[config.mk]
export PLATFORM = sky130hd
export DESIGN_NAME = sid_i2s_tx
export DESIGN_NICKNAME = d
export VERILOG_FILES = /design/src/rtl/sid_audio_pkg.sv /design/src/rtl/sid_i2s_clkgen.sv /design/src/rtl/sid_i2s_tx.sv
export SDC_FILE = /design/constraint.sdc
export NUM_CORES = 1
export LEC_CHECK = 0
export ABC_AREA = 1
export CORE_ASPECT_RATIO = 0.9
export CORE_MARGIN = 1
export CORE_UTILIZATION = 52
export CTS_CLUSTER_DIAMETER = 40
export DETAILED_ROUTE_END_ITERATION = 12
export PLACE_DENSITY = 0.77
export SLEW_MARGIN = 20
export SYNTH_ARGS = -nofsm -noshare
export SYNTH_HDL_FRONTEND = slang
export SYNTH_SLANG_ARGS = --single-unit
[constraint.sdc]
create_clock -name clk -period 2.2 [get_ports clk]
set_clock_uncertainty 0.1 [all_clocks]
set_input_delay 0.44 -clock clk [delete_from_list [all_inputs] [get_ports clk]]
set_output_delay 0.44 -clock clk [all_outputs]
set_load 0.03 [all_outputs]
[src/rtl/sid_audio_pkg.sv]
// Shared constants and sample-format helper for the SID audio output path.
package sid_audio_pkg;

  localparam int SAMPLE_W   = 12;
  localparam int WORD_W     = 16;
  localparam int SLOT_W     = 32;
  localparam int FRAME_BITS = 64;
  localparam int BIT_CNT_W  = $clog2(FRAME_BITS);
  localparam int SLOT_POS_W = $clog2(SLOT_W);
  localparam int WORD_IDX_W = $clog2(WORD_W);

  // Offset-binary to two's complement is an MSB flip; the 4 zero LSBs left-justify to 16 bits.
  function automatic logic [WORD_W-1:0] sid_to_pcm16(input logic [SAMPLE_W-1:0] s);
    return {~s[SAMPLE_W-1], s[SAMPLE_W-2:0], 4'b0000};
  endfunction

endpackage

[src/rtl/sid_i2s_clkgen.sv]
// I2S bit-clock generator: system-clock divider, BCLK, frame bit counter and edge events.
module sid_i2s_clkgen
  import sid_audio_pkg::*;
#(
  parameter int BCLK_DIV = 4
) (
  input  logic                 clk,
  input  logic                 reset,
  output logic                 bclk,
  output logic [BIT_CNT_W-1:0] bit_cnt,
  output logic                 rise,
  output logic                 fall,
  output logic                 frame_wrap
);

  localparam int DIV_W = (BCLK_DIV > 1) ? $clog2(BCLK_DIV) : 1;
  localparam logic [DIV_W-1:0] DIV_LAST = DIV_W'(BCLK_DIV - 1);

  logic [DIV_W-1:0] div_cnt;
  logic             wrap;

  assign wrap       = (div_cnt == DIV_LAST);
  assign rise       = wrap & ~bclk;
  assign fall       = wrap & bclk;
  assign frame_wrap = fall & (bit_cnt == '1);

  always_ff @(posedge clk or posedge reset) begin
    if (reset) begin
      div_cnt <= '0;
      bclk    <= 1'b0;
      bit_cnt <= '0;
    end else begin
      if (wrap) begin
        div_cnt <= '0;
        bclk    <= ~bclk;
      end else begin
        div_cnt <= div_cnt + 1'b1;
      end
      if (fall) begin
        bit_cnt <= bit_cnt + 1'b1;
      end
    end
  end

endmodule

[src/rtl/sid_i2s_tx.sv]
// Philips I2S transmitter for the SID 12-bit mono stream, duplicated on both channels.
// Optional build macro SID_I2S_AVG_EN: boxcar-average each frame period instead of point sampling.
module sid_i2s_tx
  import sid_audio_pkg::*;
#(
  parameter int BCLK_DIV = 4
) (
  input  logic                clk,
  input  logic                reset,
  input  logic [SAMPLE_W-1:0] audio,
  input  logic                mute,
  output logic                i2s_bclk,
  output logic                i2s_lrclk,
  output logic                i2s_sdata,
  output logic                sample_strobe
);

  localparam logic [SLOT_POS_W-1:0] LAST_DATA_POS = SLOT_POS_W'(WORD_W);

  logic [BIT_CNT_W-1:0]  bit_cnt;
  logic [BIT_CNT_W-1:0]  bit_next;
  logic [SLOT_POS_W-1:0] slot_pos;
  logic [WORD_IDX_W-1:0] word_idx;
  logic                  fall;
  logic                  frame_wrap;
  logic                  rise_unused;
  logic [SAMPLE_W-1:0]   sample;
  logic [WORD_W-1:0]     word_reg;
  logic                  data_next;

  sid_i2s_clkgen #(
    .BCLK_DIV (BCLK_DIV)
  ) u_clkgen (
    .clk        (clk),
    .reset      (reset),
    .bclk       (i2s_bclk),
    .bit_cnt    (bit_cnt),
    .rise       (rise_unused),
    .fall       (fall),
    .frame_wrap (frame_wrap)
  );

`ifdef SID_I2S_AVG_EN
  localparam int LOG2_P = $clog2(2 * FRAME_BITS * BCLK_DIV);
  localparam int ACC_W  = SAMPLE_W + LOG2_P;

  if (BCLK_DIV < 2 || (BCLK_DIV & (BCLK_DIV - 1)) != 0) begin : g_bad_div
    $error("sid_i2s_tx: BCLK_DIV must be a power of two >= 2 when averaging");
  end

  logic [ACC_W-1:0] acc_reg;

  // The latch-cycle sample opens the next window, so every window is exactly one frame long.
  always_ff @(posedge clk or posedge reset) begin
    if (reset) begin
      acc_reg <= '0;
    end else if (frame_wrap) begin
      acc_reg <= ACC_W'(audio);
    end else begin
      acc_reg <= acc_reg + ACC_W'(audio);
    end
  end

  assign sample = acc_reg[ACC_W-1:LOG2_P];
`else
  assign sample = audio;
`endif

  // Outputs are computed for the bit position BCLK is about to fall into.
  always_comb begin
    bit_next  = bit_cnt + 1'b1;
    slot_pos  = bit_next[SLOT_POS_W-1:0];
    word_idx  = WORD_IDX_W'(LAST_DATA_POS - slot_pos);
    data_next = 1'b0;
    if (slot_pos != '0 && slot_pos <= LAST_DATA_POS) begin
      data_next = word_reg[word_idx];
    end
  end

  always_ff @(posedge clk or posedge reset) begin
    if (reset) begin
      word_reg      <= '0;
      sample_strobe <= 1'b0;
      i2s_lrclk     <= 1'b0;
      i2s_sdata     <= 1'b0;
    end else begin
      sample_strobe <= frame_wrap;
      if (frame_wrap) begin
        word_reg <= mute ? '0 : sid_to_pcm16(sample);
      end
      if (fall) begin
        i2s_lrclk <= bit_next[BIT_CNT_W-1];
        i2s_sdata <= data_next;
      end
    end
  end

endmodule
==> impl_metrics.env <==
export IMPL_status="complete, no violations"
export IMPL_setup_tns_ps=0
export IMPL_r2r_cells=11
export IMPL_std_cell_rows=16
export IMPL_cts_resized=0
export IMPL_die_x_um=53.55
export IMPL_rrSetupSlack_ps=340
export IMPL_layout_setup_ws_ps=205.9
export IMPL_async_reset_ff_share_pct=100.0
export IMPL_cts_clk_slew_worst_paths_ps=130
export IMPL_coreArea_sq_mm=0.002222
export IMPL_cts_tree="done"
export IMPL_cts_buffers=3
export IMPL_cts_htree_levels=1
export IMPL_io_pins=19
export IMPL_pre_cts_slack_ps=373.8
export IMPL_period_needed_ps=1994
export IMPL_vias_per_cell=5.262
export IMPL_gp_congestion=0.7911
export IMPL_layout_drive_gt1_share_pct=6.557
export IMPL_slowest_stage="clkdlybuf4s50_1"
export IMPL_cp_cell_sequence="clkdlybuf4s50_1"
export IMPL_synth_warnings=0
export IMPL_drv_cap=0
export IMPL_grt_use_met2_pct=37.50
export IMPL_antenna_found_initial=0
export IMPL_grt_busiest_layer="met2"
export IMPL_wire_per_inst_um=11.79
export IMPL_yosysSeqAreaShare_pct=46.28
export IMPL_largest_register_ffs=12
export IMPL_grt_pass1_wl_mm=4.471
export IMPL_syn_nets=181
export IMPL_power_total_w=0.0006634
export IMPL_area_growth_pct=17.81
export IMPL_start_util_pct=55.97
export IMPL_drc=0
export IMPL_worstSetupEndpointType="output pin"
export IMPL_hold_class="in -> async"
export IMPL_dieArea_sq_mm=0.002592
export IMPL_synthMuxAreaShare_pct=0
export IMPL_antennaDiodeCount=0
export IMPL_slew_headroom_pct=73.34
export IMPL_grt_setup_unrepaired="false"
export IMPL_ys_ff_latch=23
export IMPL_grt_pass1_vias=1047
export IMPL_path_buf_inv=1
export IMPL_post_cts_buffers=0
export IMPL_crit_fanout=3
export IMPL_r2r_start="u_clkgen.bit_cnt[0]$_DFFE_PP0P_"
export IMPL_clock_path_buffers=2
export IMPL_grt_max_degree=18
export IMPL_criticalPathCategory="reg -> out"
export IMPL_yosysTopAreaCell="dfrtp_1"
export IMPL_slew_viol_final=0
export IMPL_vias=1105
export IMPL_antenna_left=0
export IMPL_use_met1_pct=31.24
export IMPL_synth_top_area_share_pct=46.28
export IMPL_crit_path_max_incr_delay_ps=700
export IMPL_final_util_pct=65.93
export IMPL_use_met3_pct=2.830
export IMPL_yosys_area_share_simple_pct=33.30
export IMPL_irDropWorstVdd_v=0.0003682
export IMPL_drt_total_wl_mm=2.476
export IMPL_synth_fa_ha_area_share_pct=2.012
export IMPL_synth_edf_count=0
export IMPL_worstMarginPinSlew_ps=399.9
export IMPL_synth_compound_area_share_pct=6.740
export IMPL_port_buffers=18
export IMPL_ys_types=21
export IMPL_fmaxAchievable_mhz=501.5
export IMPL_cp_start_kind="register"
export IMPL_synth_avg_cell_area_sq_um=7.583
export IMPL_finalSetupViolations=0
export IMPL_synthFlopType="dfrtp_1"
export IMPL_drt_initial_drc_count=21
export IMPL_grtUsageTotal_pct=23.51
export IMPL_hpwl_mm=1.854
export IMPL_cp_data_required_time_ps=1660
export IMPL_r2r_end="i2s_sdata$_DFFE_PP0P_"
export IMPL_synth_common_cells="nand2_1 (68), dfrtp_1 (23), inv_1 (19), o21ai_0 (14), nand3_1 (12)"
export IMPL_leakage_nw=0.7943
export IMPL_cp_data_arrival_time_ps=1450
export IMPL_cp_top_family="buffers and inverters"
export IMPL_synth_top_family_by_area="simple AND/OR/NAND/NOR gates"
export IMPL_power_density_mw_per_mm2=452.8
export IMPL_numClockSinks=23
export IMPL_netlist_instances=164
export IMPL_nets=201
export IMPL_fp_dieH_um=48.40
export IMPL_gr_total_overflow=0
export IMPL_synth_area_leaders="dfrtp_1 (46%), nand2_1 (21%), inv_1 (5.7%), o21ai_0 (5.6%), nand3_1 (4.8%)"
export IMPL_syn_area_sq_mm=0.001244
export IMPL_yosysMostFrequentCell="nand2_1"
export IMPL_first_pass_iters=4
export IMPL_cts_root_buf="clkbuf_4"
export IMPL_finalCritPeriodShare_pct=90.64
export IMPL_synthXorXnorAreaFrac_pct=2.113
export IMPL_finalHoldViolCount=0
export IMPL_cts_hold_buf=0
export IMPL_clkLatencyLatePin_ps=320
export IMPL_fin_hold_ws_ps=275.5
## where the power goes
part           leakage [nW]  switching (W)  internal (W)  total [W]
clock                0.0177       0.000133     0.0000681   0.000201
combinational         0.538      0.0000159     0.0000239  0.0000398
sequential            0.239              0      0.000423   0.000423
## cells in the final DEF (no fill, tap or decap)
cell type	n
nand2_2	1
nor3_4	1
dfrtp_1	23
nand4_1	4
inv_2	1
nor2_1	6
clkbuf_4	3
nand3b_1	1
a21oi_1	1
o21ai_0	14
o21ai_2	1
buf_4	2
nand4_4	1
clkdlybuf4s50_1	18
nand3_1	12
nand2_1	68
clkinv_2	1
clkinv_4	1
xor2_1	3
ha_1	2
inv_1	19
## worst max-delay path by stage
stage	from	slack, ps	to	depth (start not counted)
finish	i2s_lrclk$_DFFE_PP0P_	210	i2s_lrclk	1
CTS	i2s_lrclk$_DFFE_PP0P_	190	i2s_lrclk	1
global placement	u_clkgen.bit_cnt[0]$_DFFE_PP0P_	440	i2s_sdata$_DFFE_PP0P_	10
global route	u_clkgen.bit_cnt[0]$_DFFE_PP0P_	140	i2s_sdata$_DFFE_PP0P_	11
detailed placement	u_clkgen.bit_cnt[0]$_DFFE_PP0P_	370	i2s_sdata$_DFFE_PP0P_	11
floorplan	u_clkgen.bclk$_DFFE_PP0N_	660	word_reg[12]$_DFFE_PP0P_	6
## logic make-up after synthesis
group           count (synthesis)
simple gates                   94
compound gates                 16
buf+inv                        26
flops                          23
xor+xnor                        3
fa+ha+maj                       2
## layer usage
metal / share of wire, % / wire length, um
met3: 5.8 / 143
met5: 0 / 0
met1: 45 / 1118
met2: 47 / 1162
met4: 2.1 / 51
## area by class of cell
type	count	area [sq um]
clock inverter	1	5.005
sequential	23	575.6
timing repair buffer	20	195.2
multi-input combinational	115	549.3
fill	205	757.0
clock buffer	3	22.52
inverter	21	83.83
tap	27	33.78
## metrics by stage
| step | instance area (sq um) | cells |
|---|---|---|
| final | 1465 | 210 |
| after global routing | 1465 | 210 |
| after CTS | 1465 | 210 |
| after detailed placement | 1438 | 206 |
| after global placement | 1438 | 206 |
| after floorplan | 1244 | 164 |
No activity file was read; power rests on OpenSTA's default activity.
